<file path="config.mk">
export PLATFORM = sky130hd
export DESIGN_NAME = lsu_unit_flat
export DESIGN_NICKNAME = d
export VERILOG_FILES = /design/src/rtl/lsu_unit_if.sv /design/src/rtl/lsu_unit.sv /design/src/flat_wrapper.sv
export SDC_FILE = /design/constraint.sdc
export NUM_CORES = 1
export LEC_CHECK = 0
export ABC_CLOCK_PERIOD_IN_PS = 10700
export CAP_MARGIN = 15
export CORE_ASPECT_RATIO = 1.25
export CORE_UTILIZATION = 45
export DETAILED_ROUTE_END_ITERATION = 10
export DONT_BUFFER_PORTS = 1
export HOLD_SLACK_MARGIN = 0.05
export PLACE_DENSITY = 0.66
export SYNTH_ARGS = -nofsm -noshare
export SYNTH_HDL_FRONTEND = slang
export SYNTH_SLANG_ARGS = --single-unit
</file>
<file path="constraint.sdc">
create_clock -name clk -period 10.7 [get_ports clk]
set_input_delay 2.14 -clock clk [delete_from_list [all_inputs] [get_ports clk]]
set_output_delay 2.14 -clock clk [all_outputs]
set_load 0.01 [all_outputs]
</file>
<file path="src/rtl/lsu_unit_if.sv">
// Request, memory-bus and response signals of the load/store unit.
// The master modport is the core/bus side; the slave modport is the unit itself.
interface lsu_unit_if #(
    parameter int XLEN   = 64,
    parameter int ADDR_W = 64
);
    localparam int LANES = XLEN / 8;

    logic              req_valid;
    logic              req_ready;
    logic [3:0]        req_op;
    logic [ADDR_W-1:0] req_addr;
    logic [XLEN-1:0]   req_wdata;

    logic              mem_req_valid;
    logic              mem_req_ready;
    logic [ADDR_W-1:0] mem_req_addr;
    logic              mem_req_wen;
    logic [XLEN-1:0]   mem_req_wdata;
    logic [LANES-1:0]  mem_req_wmask;
    logic              mem_rsp_valid;
    logic [XLEN-1:0]   mem_rsp_rdata;

    logic              rsp_valid;
    logic [XLEN-1:0]   rsp_rdata;
    logic [1:0]        rsp_err;

    modport master (
        output req_valid, req_op, req_addr, req_wdata,
        output mem_req_ready, mem_rsp_valid, mem_rsp_rdata,
        input  req_ready, mem_req_valid, mem_req_addr, mem_req_wen,
        input  mem_req_wdata, mem_req_wmask, rsp_valid, rsp_rdata, rsp_err
    );

    modport slave (
        input  req_valid, req_op, req_addr, req_wdata,
        input  mem_req_ready, mem_rsp_valid, mem_rsp_rdata,
        output req_ready, mem_req_valid, mem_req_addr, mem_req_wen,
        output mem_req_wdata, mem_req_wmask, rsp_valid, rsp_rdata, rsp_err
    );
endinterface

</file>
<file path="src/rtl/lsu_unit.sv">
// MEM-stage load/store unit: one outstanding access, lane alignment of stores,
// extraction/extension of loads, misaligned/oversize/timeout error reporting.
module lsu_unit #(
    parameter int XLEN    = 64,
    parameter int ADDR_W  = 64,
    parameter int TIMEOUT = 255,
    parameter int CNT_W   = 8
) (
    input logic       clk,
    input logic       rst,
    lsu_unit_if.slave bus
);
    localparam int LANES = XLEN / 8;
    localparam int OFF_W = $clog2(LANES);

    typedef enum logic [1:0] {IDLE, REQ, WAIT, RESP} state_t;

    typedef struct packed {
        logic             store;
        logic             uns;
        logic [1:0]       size;
        logic [OFF_W-1:0] off;
    } op_t;

    state_t           state;
    op_t              cur;
    logic [CNT_W-1:0] cnt;

    logic [1:0]       in_size;
    logic [OFF_W-1:0] in_off;
    logic             in_misal;
    logic             in_oversize;
    logic [LANES-1:0] in_mask;

    // For size 3 the 3-bit alignment mask wraps to 3'b111, i.e. all low bits must be zero.
    always_comb begin
        in_size     = bus.req_op[1:0];
        in_off      = bus.req_addr[OFF_W-1:0];
        in_oversize = (XLEN == 32) && (in_size == 2'd3);
        in_misal    = (bus.req_addr[2:0] & ((3'd1 << in_size) - 3'd1)) != 3'd0;
        in_mask     = LANES'((9'd1 << (4'd1 << in_size)) - 9'd1) << in_off;
    end

    logic [XLEN-1:0] shifted;
    logic [XLEN-1:0] keep;
    logic [XLEN-1:0] msb;
    logic [XLEN-1:0] ld_data;
    logic [6:0]      nbits;

    // A full-width access shifts 1 out entirely, so keep becomes all ones and no extension occurs.
    always_comb begin
        shifted = bus.mem_rsp_rdata >> {cur.off, 3'b000};
        nbits   = 7'd8 << cur.size;
        keep    = (XLEN'(1) << nbits) - XLEN'(1);
        msb     = keep ^ (keep >> 1);
        ld_data = shifted & keep;
        if (!cur.uns && |(shifted & msb))
            ld_data = ld_data | ~keep;
    end

    always_ff @(posedge clk or posedge rst) begin
        if (rst) begin
            state             <= IDLE;
            cur               <= '0;
            cnt               <= '0;
            bus.req_ready     <= 1'b1;
            bus.mem_req_valid <= 1'b0;
            bus.mem_req_addr  <= '0;
            bus.mem_req_wen   <= 1'b0;
            bus.mem_req_wdata <= '0;
            bus.mem_req_wmask <= '0;
            bus.rsp_valid     <= 1'b0;
            bus.rsp_rdata     <= '0;
            bus.rsp_err       <= 2'd0;
        end else begin
            case (state)
                IDLE: if (bus.req_valid) begin
                    cur           <= '{store: bus.req_op[3], uns: bus.req_op[2],
                                       size: in_size, off: in_off};
                    bus.req_ready <= 1'b0;
                    if (in_oversize || in_misal) begin
                        state         <= RESP;
                        bus.rsp_valid <= 1'b1;
                        bus.rsp_rdata <= '0;
                        bus.rsp_err   <= in_oversize ? 2'd3 : 2'd1;
                    end else begin
                        state             <= REQ;
                        bus.mem_req_valid <= 1'b1;
                        bus.mem_req_addr  <= {bus.req_addr[ADDR_W-1:OFF_W], {OFF_W{1'b0}}};
                        bus.mem_req_wen   <= bus.req_op[3];
                        bus.mem_req_wdata <= bus.req_wdata << {in_off, 3'b000};
                        bus.mem_req_wmask <= bus.req_op[3] ? in_mask : '0;
                    end
                end
                REQ: if (bus.mem_req_ready) begin
                    bus.mem_req_valid <= 1'b0;
                    cnt               <= '0;
                    state             <= WAIT;
                end
                WAIT: begin
                    if (bus.mem_rsp_valid) begin
                        state         <= RESP;
                        bus.rsp_valid <= 1'b1;
                        bus.rsp_err   <= 2'd0;
                        bus.rsp_rdata <= cur.store ? '0 : ld_data;
                    end else if (cnt == CNT_W'(TIMEOUT - 1)) begin
                        state         <= RESP;
                        bus.rsp_valid <= 1'b1;
                        bus.rsp_err   <= 2'd2;
                        bus.rsp_rdata <= '0;
                    end else begin
                        cnt <= cnt + CNT_W'(1);
                    end
                end
                RESP: begin
                    state         <= IDLE;
                    bus.rsp_valid <= 1'b0;
                    bus.rsp_err   <= 2'd0;
                    bus.rsp_rdata <= '0;
                    bus.req_ready <= 1'b1;
                end
                default: state <= IDLE;
            endcase
        end
    end
endmodule

</file>
<file path="src/flat_wrapper.sv">
// flat-port wrapper written by rule: the top's interface ports become plain ports
module lsu_unit_flat 
#(
    parameter int XLEN    = 64,
    parameter int ADDR_W  = 64,
    parameter int TIMEOUT = 255,
    parameter int CNT_W   = 8
)
  (clk, rst, bus_req_valid, bus_req_op, bus_req_addr, bus_req_wdata, bus_mem_req_ready, bus_mem_rsp_valid, bus_mem_rsp_rdata, bus_req_ready, bus_mem_req_valid, bus_mem_req_addr, bus_mem_req_wen, bus_mem_req_wdata, bus_mem_req_wmask, bus_rsp_valid, bus_rsp_rdata, bus_rsp_err);
  lsu_unit_if #(.XLEN(XLEN), .ADDR_W(ADDR_W)) bus_i ();
  input logic clk;
  input logic rst;
  input wire logic [$bits(bus_i.req_valid)-1:0] bus_req_valid;
  input wire logic [$bits(bus_i.req_op)-1:0] bus_req_op;
  input wire logic [$bits(bus_i.req_addr)-1:0] bus_req_addr;
  input wire logic [$bits(bus_i.req_wdata)-1:0] bus_req_wdata;
  input wire logic [$bits(bus_i.mem_req_ready)-1:0] bus_mem_req_ready;
  input wire logic [$bits(bus_i.mem_rsp_valid)-1:0] bus_mem_rsp_valid;
  input wire logic [$bits(bus_i.mem_rsp_rdata)-1:0] bus_mem_rsp_rdata;
  output wire logic [$bits(bus_i.req_ready)-1:0] bus_req_ready;
  output wire logic [$bits(bus_i.mem_req_valid)-1:0] bus_mem_req_valid;
  output wire logic [$bits(bus_i.mem_req_addr)-1:0] bus_mem_req_addr;
  output wire logic [$bits(bus_i.mem_req_wen)-1:0] bus_mem_req_wen;
  output wire logic [$bits(bus_i.mem_req_wdata)-1:0] bus_mem_req_wdata;
  output wire logic [$bits(bus_i.mem_req_wmask)-1:0] bus_mem_req_wmask;
  output wire logic [$bits(bus_i.rsp_valid)-1:0] bus_rsp_valid;
  output wire logic [$bits(bus_i.rsp_rdata)-1:0] bus_rsp_rdata;
  output wire logic [$bits(bus_i.rsp_err)-1:0] bus_rsp_err;
  assign bus_i.req_valid = bus_req_valid;
  assign bus_i.req_op = bus_req_op;
  assign bus_i.req_addr = bus_req_addr;
  assign bus_i.req_wdata = bus_req_wdata;
  assign bus_i.mem_req_ready = bus_mem_req_ready;
  assign bus_i.mem_rsp_valid = bus_mem_rsp_valid;
  assign bus_i.mem_rsp_rdata = bus_mem_rsp_rdata;
  assign bus_req_ready = bus_i.req_ready;
  assign bus_mem_req_valid = bus_i.mem_req_valid;
  assign bus_mem_req_addr = bus_i.mem_req_addr;
  assign bus_mem_req_wen = bus_i.mem_req_wen;
  assign bus_mem_req_wdata = bus_i.mem_req_wdata;
  assign bus_mem_req_wmask = bus_i.mem_req_wmask;
  assign bus_rsp_valid = bus_i.rsp_valid;
  assign bus_rsp_rdata = bus_i.rsp_rdata;
  assign bus_rsp_err = bus_i.rsp_err;
  lsu_unit #(.XLEN(XLEN), .ADDR_W(ADDR_W), .TIMEOUT(TIMEOUT), .CNT_W(CNT_W)) u_core (.clk(clk), .rst(rst), .bus(bus_i));
endmodule
</file>
[Yosys cells after proc, flatten, opt, wreduce, memory -nomap -nowiden]
Index checks and enable logic that the tools add are counted.
Operators by class
  shifts and indexed selects: 8
  eq/ne operators: 11
  reduce and logical (&&, ||, !) cells: 16
  bitwise gates (word level): 7
  multiplexer cells: 34
  add/subtract/negate cells: 4
Operator list (number)
  $mux 64: 6
  $pmux 64 s3: 1
  $and 64x64->64: 2
  $not 64->64: 1
  $or 64x64->64: 1
  $reduce_or 64->1: 1
  $shl 1x7->64 const A: 1
  $shl 64x6->64: 1
  $shr 64x6->64: 1
  $sub 64x2->64 const B: 1
  $xor 64x63->64: 1
  $mux 8: 4
  $mux 2: 9
  $pmux 8 s2: 1
  $reduce_and 4->1: 3
  $ne 2x2->1 const B: 5
  $add 8x1->8 const B: 1
  $eq 8x8->1 const B: 1
  $mux 1: 8
  $pmux 2 s4: 1
  $shl 1x4->8 const A: 1
  $shl 8x3->8: 1
  $sub 8x1->8 const B: 1
  $shl 4x2->7 const A: 1
  other kinds (19): 26
Word-level totals
  word-level logic and storage cells: 95
  bits in registers: 220
  input port bits: 201

[Depth between registers and ports, before layout]
  depth after elaboration: 11
  mapped depth: 12

[Worst setup path after synthesis]
OpenSTA, ideal clock, no wires.
  path kind: input to register
  from: input port bus_mem_rsp_rdata[31]
  to: register u_core.bus.rsp_rdata[31]
  slack: 6.772 ns
  stages on the path: 7
  setup time: 0.138 ns
  data arrival time: 3.790 ns
  buffers on the path: 1
  data required time: 10.562 ns
  cell sequence: mux4_1 -> and2_1 -> o21ai_0 -> nand3_1 -> o31ai_4 -> buf_6 -> o211ai_1
On the way
  cells in the longest elaborated chain, start to end: 8
  elaborated cells between the ends (all ways): 10
  classes of those cells: shift (1); mux (4); bitwise (3); reduce/logical (2)
RTL lines
  start: declaration: RTL line flat_wrapper.sv:19  | input wire logic [$bits(bus_i.mem_rsp_rdata)-1:0] bus_mem_rsp_rdata;
  $shr 64x6->64 (*): RTL line lsu_unit.sv:52  | shifted = bus.mem_rsp_rdata >> {cur.off, 3'b000};
  $and 64x64->64: RTL line lsu_unit.sv:57  | if (!cur.uns && |(shifted & msb))
  $reduce_or 64->1: RTL line lsu_unit.sv:57
  $logic_and 1x1->1: RTL line lsu_unit.sv:57
  $mux 64 (*): RTL line lsu_unit.sv:57
  $mux 64 (*): RTL line lsu_unit.sv:105  | bus.rsp_rdata <= cur.store ? '0 : ld_data;
  $mux 64 (*): RTL line lsu_unit.sv:101  | if (bus.mem_rsp_valid) begin
  $pmux 64 s3 (*): RTL line lsu_unit.sv:76  | case (state)
  end signal: assignment: RTL line lsu_unit.sv:105
  end: declaration: RTL line lsu_unit_if.sv:39  | output mem_req_wdata, mem_req_wmask, rsp_valid, rsp_rdata, rsp_err
Every way passes the cells marked *; elsewhere a longest branch is shown, timed or not.
A chain may end at the register's enable or synchronous reset.

[Worst setup path in the final report]
  from: input port bus_req_op[0]
  to: register u_core.bus.rsp_rdata[41]
On the way
  cells in the longest elaborated chain, start to end: 6
RTL lines
  start: declaration: RTL line flat_wrapper.sv:14  | input wire logic [$bits(bus_i.req_op)-1:0] bus_req_op;
  $shl 1x2->3: RTL line lsu_unit.sv:40  | in_misal = (bus.req_addr[2:0] & ((3'd1 << in_size) - 3'd1)) != 3'd0;
  $sub 3x1->3: RTL line lsu_unit.sv:40
  $and 3x3->3: RTL line lsu_unit.sv:40
  $reduce_bool 3->1: RTL line lsu_unit.sv:40
  $ne 2x1->1 (no line)
  $reduce_and 4->1 (no line)
Every way passes these cells.

==> results.md <==
- The total power is between 4 and 5 mW.
- Traced cell by cell, the critical path runs through o21ai_0, o211ai_1, nand4b_1, buf_4, nor3_1, o31ai_4, buf_4, o22ai_1.
- Entering global routing, the biggest net connects 199 pins.
- The critical-path cell with the highest stage delay is buf_4.
- The clock reaches the later pin of the worst-skew pair after 0.53 ns.
- After detailed placement, the total cell area comes to 12350 µm².
- Of the cells placed in the final design, the portion with a size suffix greater than 1 is 0.1769.
- The smallest hold slack is 0.4923 ns.
- By area the synthesized netlist is led by dfrtp_1 (45%), mux4_2 (9.4%), mux2_2 (8.4%).
- Of the synthesized area, sequential elements account for 0.4489.
- From synthesis to final layout, the design area changed by 7.272%.
- The share of the clock period used by the worst path after layout is 0.4038.
- The arithmetic-cell share of the synthesized area counting full adders, half adders and majority gates is 0.008159.
- The die height is 186.6 µm.
- TritonCTS built the clock tree.
- After synthesis, the share of flip-flops with an asynchronous set or reset is 1.000.
- The count of pins on the block boundary is approximately 400.
- The largest buffer count on any clock path is 3.
- The total leakage power is 5.547 nW.
- Summed over all nets, the half-perimeter wirelength after detailed placement is approximately 28000 µm.
- The number of buffer and inverter instances along the worst setup path is 2.
- The number of warnings printed during yosys synthesis is 0.
- Buffers inserted during clock tree synthesis total 24.
- The multi-input gate area in the final layout is 6243 µm².
- The time the final worst path needs with I/O delays and setup is 4.320 ns.
- The biggest area consumer among synthesized cells is dfrtp_1.
- The summed area of non-filler cells in the final layout is between 10000 and 15000 µm².
- The proportion of power drawn by flip-flops and latches is 0.428.
- In the synthesized netlist the dominant register cell turns out to be dfrtp_1.
- The die area is around 28000 µm².
- The class of the most critical setup path is in2reg.
- The share of total power dissipated in the clock network is 0.212.
- The number of enable-type register cells in the synthesized netlist is 0.
- The count of final hold-check violations came to 0.
- The portion of synthesized area spent on multiplexers is 0.2340.
- Of the total synthesized cell area, the portion taken by XOR and XNOR cells is 0.004284.
- The compound-cell area share of the yosys netlist is 0.1566.
- The placeable core region is 26830 µm².
- The maximum cell stage delay along the critical path is 0.62 ns.
- The effective utilization at floorplan is 0.4573.
- Summed over all layers, the routed wires come to 38830 µm.
- The combinational power share is 0.360.
- The DRC violation count after routing is 0.
- The sink count of the clock tree is 220.
- Derived from the worst setup path, the maximum achievable clock frequency is 0.2315 GHz.
- Counting the fill cells in the layout gives 2446.
- The cell count after synthesis came out at 1187.
- The critical path startpoint category is an input port.
- OpenSTA, run right after detailed placement, puts the worst setup slack at ~6 ns.
- The number of antenna violations at the first check in global routing is 1.
- In this run the power spent charging and discharging nets is 1.721 mW.
- The cell with the most instances after synthesis is dfrtp_1.
- The share of synthesized cell area in and, or, nand and nor gates is 0.1035.
- The number of failing setup endpoints in the final timing report is 0.
- The first detailed-routing pass took 4 iterations.
- The smallest setup slack after layout is 6.380 ns.
- The netlist uses 59 different library cells.
- The count of buffers added on input and output ports is 0.
- The sequential cell area is 5510 µm².
- The final cell utilization of the core is 0.4906.
- The run finished with clean final reports.
- Once the clock tree was built, the resizer swapped 0 gates to a different size.
- In this run the post-CTS setup repair buffer count came out at 0.
- Between clock sinks in the finished design, the worst skew comes to roughly 0.009 ns.
- The nature of the critical path endpoint is a flop.
- In this design, the critical path's most frequently occurring cell is buf_4.
- In the routed layout, each cell is associated on average with a via count of ~6.3.
- Setup repair after global routing left no endpoint under its margin.
- Summed over all layers, the global routing overflow is 0.
- The final non-filler cell total is 1482.
- The instance count after placement with tap cells included is 1440.
- The total internal power is 2.317 mW.
- The relative max-transition margin is 0.2221.
- The floorplan step set the die width to around 150 µm.
- The max-slew violation count is 0.
- Ranked by instance count, the synthesized netlist is headed by dfrtp_1 (219), nand2_1 (125), o21ai_0 (110).
- The share of synthesized area in the top cell type comes to 0.4467.
- The number of nets at the end of the flow is 1331.
- The via count of the first global-routing pass is ~9.5k.
- The post-cts hold buffer count is 0.
- After clock tree synthesis, the clock-pin slew on the worst setup and hold paths is 0.06 ns.
- In the global route stage, overall resource usage came out at 0.2714.
- By area, the combinational part of the netlist is dominated by multiplexers.
- The worst hold path belongs to the class reg2reg.
- The switching share of total power is 0.4262.
- The number of max-cap violations is 0.
- The buffer type at the clock tree root is clkbuf_16.
- Across the VDD grid, the largest voltage drop is between 0.00015 and 0.0002 V.
- Summed over all failing endpoints, the final setup total negative slack is 0 ns.
- The floorplan row count is 67.
- Synthesis inferred 220 register bits.
- The first global-routing pass estimated between 50000 and 60000 µm of wire.
- The slew at the pin with the worst max-slew slack is 1.158 ns.
- At the worst endpoint, the required time is about 11 ns.
- Of all nets on the critical path, the largest fanout is 79.
- The first-iteration detailed-routing DRC count is 540.
- The detailed-route via count is 9375.
- For the worst setup path, the data arrival time is 4.68 ns.
- For this design the ratio of total power to cell area is about 310 nW/µm².
- CTS built an H-tree with a depth of 1.
- The count of nets left with antenna violations after detail routing is 0.
- The synthesized cell area is 12270 µm².
- The routed wirelength normalized by instance count is roughly 26 µm.
- The post-synthesis area per instance is ~10 µm².
- On the critical path the largest part of the delay comes from buffers and inverters.
- At the end of routability-driven placement, the weighted congestion stood at 0.9706.
-- registers in the layout, summed over array words and instances, names as in the netlist, 2 cells and up --
register,cells
u_core.bus.mem_req_wdata,64
u_core.bus.mem_req_addr,61
u_core.cur,7
u_core.state,2
u_core.bus.rsp_rdata,64
u_core.cnt,8
u_core.bus.mem_req_wmask,8
u_core.bus.rsp_err,2
-- worst paths after layout --
check	startpoint	end	slack, ns	cells past startpoint
hold reg to reg	u_core.cur[2]	u_core.cur[2]	0.49	2
hold / removal	u_core.cur[2]	u_core.cur[2]	0.49	2
setup reg to reg	u_core.cur[4]	u_core.bus.rsp_rdata[41]	6.57	9
max in group asynchronous	rst	u_core.bus.mem_req_addr[55]	7.76	2
min in group asynchronous	rst	u_core.bus.mem_req_addr[5]	1.51	1
setup / recovery	bus_req_op[0]	u_core.bus.rsp_rdata[41]	6.38	8
-- layout make-up --
type,count,share of cell area
multi-input cells,847,0.4744
flip-flops and latches,220,0.4187
clock buffers,28,0.04906
well taps,345,0.03280
clock inverters,12,0.01207
repair buffers,11,0.007036
inverters,18,0.005705
diodes,1,0.0001902
-- cells in the final DEF (no fill, tap or decap), drive strengths merged, types with 4 or more instances in the layout --
master | synthesis | layout
a211oi | 4 | 4
a21oi | 92 | 92
a22oi | 18 | 18
buf | 40 | 11
clkbuf | 64 | 28
clkinv | 1 | 8
dfrtp | 219 | 219
ha | 8 | 8
inv | 17 | 17
mux2 | 91 | 91
mux2i | 67 | 67
mux4 | 52 | 52
nand2 | 125 | 125
nand2b | 11 | 11
nand3 | 5 | 5
nand3b | 5 | 5
nand4 | 4 | 4
nor2 | 89 | 89
nor2b | 9 | 9
nor3 | 24 | 24
nor4 | 4 | 4
o211ai | 6 | 6
o21a | 8 | 8
o21ai | 121 | 121
o22ai | 42 | 42
o2bb2ai | 5 | 5
o31ai | 20 | 20
xor2 | 5 | 5
-- power groups by stage --
stage | Combinational [mW] | Sequential [mW] | Clock (mW)
after floorplan | 1.19 | 1.56 | 0
final | 1.45 | 1.73 | 0.856
after global placement | 1.41 | 1.74 | 0
after global routing | 1.60 | 1.77 | 0.901
after detailed placement | 1.44 | 1.74 | 0
after CTS | 1.45 | 1.73 | 0.874
-- worst register-to-register path, delay by kind of cell, from the launching register on --
kind / cells / cell delay, ns
compound gates: 3 / 0.82
xor+xnor: 1 / 0.19
fa+ha+maj: 1 / 0.35
buf+inv: 2 / 1.37
flops: 1 / 0.81
simple gates: 2 / 0.43
-- metal layers --
| layer | GRT usage | part of all wire | up-vias |
|---|---|---|---|
| li1 | - | - | 4202 |
| met1 | 0.2775 | 0.33 | 4649 |
| met2 | 0.4897 | 0.52 | 446 |
| met3 | 0.09609 | 0.11 | 78 |
| met4 | 0.1181 | 0.041 | 0 |
| met5 | 0 | 0 | - |
-- cell families (layout without fill, tap and decap cells) --
logic type | Yosys count | after routing
AOI/OAI and AO/OA | 330 | 330
and+or+nand+nor | 290 | 290
DFF | 220 | 220
muxes | 210 | 210
buffers and inverters | 122 | 69
adders and majority gates | 8 | 8
xor gates and xnor gates | 6 | 6
other | 1 | 4
Power figures use the tool's default switching activity.
